File: config.mk
export PLATFORM = sky130hd
export DESIGN_NAME = boot_loader
export DESIGN_NICKNAME = d
export VERILOG_FILES = /design/src/rtl/boot_loader.sv
export SDC_FILE = /design/constraint.sdc
export NUM_CORES = 1
export LEC_CHECK = 0
export BUFFER_PORTS_ARGS = -buffer_cell sky130_fd_sc_hd__buf_2
export CORE_AREA = 2 2 98 100
export DETAILED_ROUTE_END_ITERATION = 10
export DIE_AREA = 0 0 100 102
export PLACE_DENSITY = 0.78
export SLEW_MARGIN = 40
export SYNTH_ARGS = -nofsm -noshare
export SYNTH_HDL_FRONTEND = slang
export SYNTH_SLANG_ARGS = --single-unit
File: constraint.sdc
create_clock -name clk -period 5.4 [get_ports clk]
set_clock_uncertainty 0.15 [all_clocks]
set_input_delay 1.62 -clock clk [delete_from_list [all_inputs] [get_ports clk]]
set_output_delay 1.62 -clock clk [all_outputs]
set_load 0.01 [all_outputs]
File: src/rtl/boot_loader.sv
// Boot sequencer: decodes a header/payload word stream into instruction or data BRAM
// writes, holding the CPU stalled until the last section has been written.
module boot_loader #(
    parameter int unsigned ADDR_W = 10,
    parameter logic [3:0]  MAGIC  = 4'hA
) (
    input  logic              clk,
    input  logic              rst,
    input  logic [31:0]       s_dat,
    input  logic              s_valid,
    output logic              s_ready,
    input  logic              restart,
    output logic [ADDR_W-1:0] i_w_addr,
    output logic [31:0]       i_w_dat,
    output logic              i_w_enb,
    output logic [ADDR_W-1:0] d_w_addr,
    output logic [31:0]       d_w_dat,
    output logic              d_w_enb,
    output logic              d_bram_init_done,
    output logic              pc_stall,
    output logic              cpu_rd_enb,
    output logic              err
);

    localparam int unsigned CNT_W = 9;

    typedef enum logic [2:0] {
        S_HDR,
        S_LOAD,
        S_DRAIN,
        S_RUN,
        S_ERR
    } state_t;

    state_t            state, state_n;
    logic [ADDR_W-1:0] addr, addr_n;
    logic [CNT_W-1:0]  remaining, remaining_n;
    logic              tgt, tgt_n;
    logic              last, last_n;

    logic [ADDR_W-1:0] i_w_addr_n, d_w_addr_n;
    logic [31:0]       i_w_dat_n, d_w_dat_n;
    logic              i_w_enb_n, d_w_enb_n;
    logic              s_ready_n, pc_stall_n, cpu_rd_enb_n, init_done_n, err_n;
    logic              hs;

    // Header fields [17:16] and [15:8] carry no meaning for the loader.
    logic unused_hdr_bits;
    assign unused_hdr_bits = ^{s_dat[17:16], s_dat[15:8]};

    assign hs = s_valid && s_ready;

    // State, datapath and registered outputs.
    always_ff @(posedge clk or posedge rst) begin
        if (rst) begin
            state            <= S_HDR;
            addr             <= '0;
            remaining        <= '0;
            tgt              <= 1'b0;
            last             <= 1'b0;
            i_w_addr         <= '0;
            i_w_dat          <= '0;
            i_w_enb          <= 1'b0;
            d_w_addr         <= '0;
            d_w_dat          <= '0;
            d_w_enb          <= 1'b0;
            s_ready          <= 1'b1;
            pc_stall         <= 1'b1;
            cpu_rd_enb       <= 1'b0;
            d_bram_init_done <= 1'b0;
            err              <= 1'b0;
        end else begin
            state            <= state_n;
            addr             <= addr_n;
            remaining        <= remaining_n;
            tgt              <= tgt_n;
            last             <= last_n;
            i_w_addr         <= i_w_addr_n;
            i_w_dat          <= i_w_dat_n;
            i_w_enb          <= i_w_enb_n;
            d_w_addr         <= d_w_addr_n;
            d_w_dat          <= d_w_dat_n;
            d_w_enb          <= d_w_enb_n;
            s_ready          <= s_ready_n;
            pc_stall         <= pc_stall_n;
            cpu_rd_enb       <= cpu_rd_enb_n;
            d_bram_init_done <= init_done_n;
            err              <= err_n;
        end
    end

    // Next-state, datapath and output decode.
    always_comb begin
        state_n     = state;
        addr_n      = addr;
        remaining_n = remaining;
        tgt_n       = tgt;
        last_n      = last;
        i_w_addr_n  = i_w_addr;
        i_w_dat_n   = i_w_dat;
        i_w_enb_n   = 1'b0;
        d_w_addr_n  = d_w_addr;
        d_w_dat_n   = d_w_dat;
        d_w_enb_n   = 1'b0;

        case (state)
            S_HDR: begin
                if (hs) begin
                    if (s_dat[29:26] == MAGIC) begin
                        tgt_n       = s_dat[31];
                        last_n      = s_dat[30];
                        addr_n      = ADDR_W'({s_dat[25:18], 2'b00});
                        remaining_n = (s_dat[7:0] == 8'd0) ? CNT_W'(256) : CNT_W'(s_dat[7:0]);
                        state_n     = S_LOAD;
                    end else begin
                        state_n = S_ERR;
                    end
                end
            end
            S_LOAD: begin
                if (hs) begin
                    if (tgt) begin
                        d_w_addr_n = addr;
                        d_w_dat_n  = s_dat;
                        d_w_enb_n  = 1'b1;
                    end else begin
                        i_w_addr_n = addr;
                        i_w_dat_n  = s_dat;
                        i_w_enb_n  = 1'b1;
                    end
                    addr_n      = addr + ADDR_W'(4);
                    remaining_n = remaining - CNT_W'(1);
                    if (remaining == CNT_W'(1)) begin
                        state_n = last ? S_DRAIN : S_HDR;
                    end
                end
            end
            S_DRAIN: state_n = S_RUN;
            S_RUN: begin
                if (restart) begin
                    state_n = S_HDR;
                end
            end
            S_ERR:   state_n = S_ERR;
            default: state_n = S_ERR;
        endcase

        // Control outputs follow the state being entered so they are registered.
        s_ready_n    = (state_n == S_HDR) || (state_n == S_LOAD);
        pc_stall_n   = (state_n != S_RUN);
        cpu_rd_enb_n = (state_n == S_RUN);
        init_done_n  = (state_n == S_RUN);
        err_n        = (state_n == S_ERR);
    end

endmodule

[After elaboration in Yosys (flattened, before gate mapping)]
Cells that the tools add are included.
Storage, ports and cells
  memory bits (writable): 0
  flip-flop bits (word level): 114
  input port bits: 36
  latch bits: 0
  memory bits (read-only): 0
  logic and storage cells: 62
  memories: 0
  output and inout port bits: 91
Operators by class
  bitwise logic cells: 1
  div/mod/pow operators: 0
  shifts and indexed selects: 0
  equal/unequal tests: 12
  multiplexer cells: 22
  reduce and logical (&&, ||, !) cells: 10
  magnitude comparators: 0
  multipliers: 0
  add/sub/neg operators: 2
Operator list (count)
  $mux W9: 4
  $mux W10: 3
  $pmux W10 S2: 1
  $pmux W9 S2: 1
  $mux W3: 5
  $pmux W3 S4: 1
  $add A10 B3 Y10 const B: 1
  $eq A3 B2 Y1 const B: 3
  $eq A9 B1 Y1 const B: 1
  $reduce_and A3 Y1: 3
  $sub A9 B1 Y9 const B: 1
  $logic_not A8 Y1: 1
  $eq A3 B1 Y1 const B: 2
  $logic_not A3 Y1: 2
  $mux W1: 6
  $ne A2 B2 Y1 const B: 3
  $eq A4 B4 Y1 const B: 1
  $reduce_and A4 Y1: 1
  $eq A3 B3 Y1 const B: 1
  $ne A3 B2 Y1 const B: 1
  $mux W2: 1
  $reduce_bool A2 Y1: 1
  $logic_and A1 B1 Y1: 1
  $logic_or A1 B1 Y1: 1
  $not A1 Y1: 1

[Logic depth before layout (Yosys ltp)]
  depth in word-level cells: 6
  mapped depth: 6
  gate-level depth less buffers: 6

[Worst setup path before layout]
Ideal clock, no wire load.
  path type: input to register
  from: input s_dat[28]
  to: register d_w_addr[2]
  path buffers: 1
  data required time: 5.125 ns
  slack: 2.430 ns
  cell stages on the path: 5
  library setup time: 0.125 ns
  data arrival time: 2.695 ns
  cells stage by stage: nand4bb_4 -> a21oi_2 -> nand3_1 -> buf_2 -> mux2_2
RTL lines
  start, declared: RTL line 9  | input logic [31:0] s_dat,
  end signal, assigned: RTL line 81  | d_w_addr <= d_w_addr_n;
  end, declared: RTL line 16  | output logic [ADDR_W-1:0] d_w_addr,

==> flow_summary.yaml <==
clock_tree:
  cts_tree: "done"
  cts_htree_levels: 3
  post_cts_buffers: 0
  numCtsBuffers: 9
  clock_latency_ps: 360
  root_buffer: "clkbuf_8"
  clk_path_buf_depth: 2
  clk_pin_slew_ps: 90
  holdBufCountCts: 0
  cts_sinks: 108
  post_cts_resize_count: 0
cells_and_area:
  fin_area_sq_um: 5560
  antennaDiodeCount: 0
  fill_cells: 751
  drive_gt1_share_pct: 51.7
  area_growth_pct: 18.8
  nets: 497
detailed_routing:
  num_vias: 3124
  drtIter0Drc: 144
  drc: 0
  wire_per_inst_um: 16.7
  dr.pass1.iters: 4
  routed_wl_um: 9570
  routed_via_density: 5.45
  drtAntennaViolNets: 0
timing:
  slew_viol_final: 0
  min_period_ps: 3760
  max_freq_mhz: 266
  rsz0062_at_grt: "no"
  worstMarginPinSlew_ps: 670
  finalCritPeriodShare_pct: 69.6
  finalSetupTns_ps: 0
  slew_headroom_pct: 55.4
  hold_viol: 0
  setup_viol: 0
critical_path:
  critPathMaxFanout: 22
  required_ps: 5490
  crit_type: "input port to register"
  worstPathArrival_ps: 3850
  end_kind: "register"
  start_kind: "input port"
yosys:
  synth_cells: 339
  synth_top_area_share_pct: 56.7
  synth_area_leaders: "dfrtp_1 (57%), mux2_4 (13%), mux2_2 (10%)"
  async_flop_share_pct: 100
  synth_top_area_cell: "dfrtp_1"
  ys_seq_area_share_pct: 57.8
  synth_most_common_cell: "dfrtp_1"
  yosysUniqueCellTypes: 40
  syn_area_per_cell_sq_um: 13.8
  synth.cell_area_sq_um: 4680
  netlist_top_cells_count: "dfrtp_1 (106), mux2_2 (43), mux2_4 (39)"
  synth-warning-count: 0
  ys_ff_latch: 108
  synth-edff-count: 0
  ys_dominant_reg_cell: "dfrtp_1"
floorplanning:
  start_util_pct: 51.4
  rows: 35
  core_area_sq_um: 9110
  die_h_um: 102
  io_pins: 127
  die_w_um: 100
  die_area_sq_um: 10200
global_route:
  grt-ovfl-total: 0
  antenna_found_initial: 0
  grt_pass1_wl_um: 16000
  grt_pass1_vias: 3134
  grt_usage_pct: 19.8
  grt_max_degree: 54
place:
  place_congestion: 0.805
  dpl_cell_area_sq_um: 5350
  port_buffers: 122
  dp_hpwl_um: 6930
job:
  max-cap-violations: 0
power_and_ir_drop:
  power_frac_clock_pct: 24.6
  switchingPower_mw: 0.637
  pwr-share-comb_pct: 23.1
  leakage_nw: 2.99
  p_int_mw: 1.51
  swShare_pct: 29.6
  power_mw: 2.15
  p_seq_share_pct: 52.3
  power.density_nw_per_um2: 386
  ir_drop_mv: 0.192
min_path:
  hold_path.class: "register to register"
outcome:
  status: "finished clean"
## per-stage QoR
step | util, % | setup WS (ps) | hold slack [ps] | cells
after floorplan | - | 788 | 331 | 342
final | 61.1 | 1640 | 359 | 573
after CTS | 61.1 | 1640 | 361 | 573
after detailed placement | 58.8 | 1250 | 339 | 558
after global placement | 58.8 | 1330 | 333 | 558
after global routing | 61.1 | 1500 | 380 | 573
## cell type report
type | instances | area, sq um | area share [%]
clock buffer | 10 | 128 | 2.29
clock inverter | 5 | 85.1 | 1.53
inverter | 8 | 32.5 | 0.585
multi-input combinational | 204 | 1830 | 32.8
sequential | 108 | 2710 | 48.6
tap | 111 | 139 | 2.50
timing repair buffer | 127 | 648 | 11.6
## registers in the layout, indices dropped and copies added, names as in the netlist
name	count
addr	8
cpu_rd_enb	1
d_w_addr	8
d_w_dat	32
d_w_enb	1
err	1
i_w_addr	8
i_w_dat	32
i_w_enb	1
last	1
pc_stall	1
remaining	9
s_ready	1
state	3
tgt	1
## worst max-delay path: stages
cell	delay, ps
buf_2	110
nand4bb_4	260
a21oi_2	520
nand3_2	580
buf_4	430
mux2_2	310
## path summary, 6_finish.rpt
check	startpoint	end	slack, ps	cells after the start
min reg2reg	d_w_dat[30]$_DFFE_PP0P_	d_w_dat[30]$_DFFE_PP0P_	360	1
max	s_dat[28]	d_w_dat[13]$_DFFE_PP0P_	1640	6
max reg2reg	s_ready$_DFF_PP1_	d_w_dat[13]$_DFFE_PP0P_	2590	5
min	d_w_dat[30]$_DFFE_PP0P_	d_w_dat[30]$_DFFE_PP0P_	360	1
min in group asynchronous	rst	i_w_dat[6]$_DFFE_PP0P_	1040	2
max in group asynchronous	rst	addr[4]$_DFFE_PP0P_	3120	3
## power by group through the flow
stage,Clock [mW],Combinational [mW],Sequential (mW)
after detailed placement,0,0.502,1.14
after CTS,0.547,0.503,1.12
final,0.529,0.497,1.12
after floorplan,0,0.277,1.15
after global routing,0.583,0.552,1.15
after global placement,0,0.489,1.13
## cell families (layout without fill, tap and decap cells)
logic type | count (synthesis) | count (layout) | share of synthesized area [%]
flops | 108 | 108 | 57.8
other cells | 1 | 4 | 0.0801
simple gates | 63 | 63 | 7.59
mux | 82 | 82 | 22.8
fa+ha+maj | 3 | 3 | 0.802
compound gates | 52 | 52 | 7.22
buf+inv | 30 | 150 | 3.69
## routing by layer
metal | up-vias | wire (um) | part of all wire [%] | global-route usage (%)
met2 | 108 | 4360 | 46 | 31.3
li1 | 1434 | - | - | -
met3 | 7 | 653 | 6.8 | 4.99
met1 | 1575 | 4470 | 47 | 27.5
met4 | 0 | 82 | 0.86 | 5.37
met5 | - | 0 | 0 | 0
## layout by cell type (no fill, tap or decap), types with 5 or more instances in the layout
| cell type | netlist | layout |
|---|---|---|
| buf_2 | 9 | 122 |
| dfrtp_1 | 106 | 106 |
| mux2_2 | 43 | 43 |
| mux2_4 | 39 | 39 |
| o21ai_0 | 19 | 19 |
| nor2_1 | 16 | 16 |
| nand2_1 | 15 | 15 |
| clkbuf_8 | 0 | 9 |
| a21oi_1 | 8 | 8 |
| nand3_1 | 9 | 8 |
| inv_1 | 8 | 7 |
| buf_4 | 5 | 5 |
(Power assumes the default switching activity.)
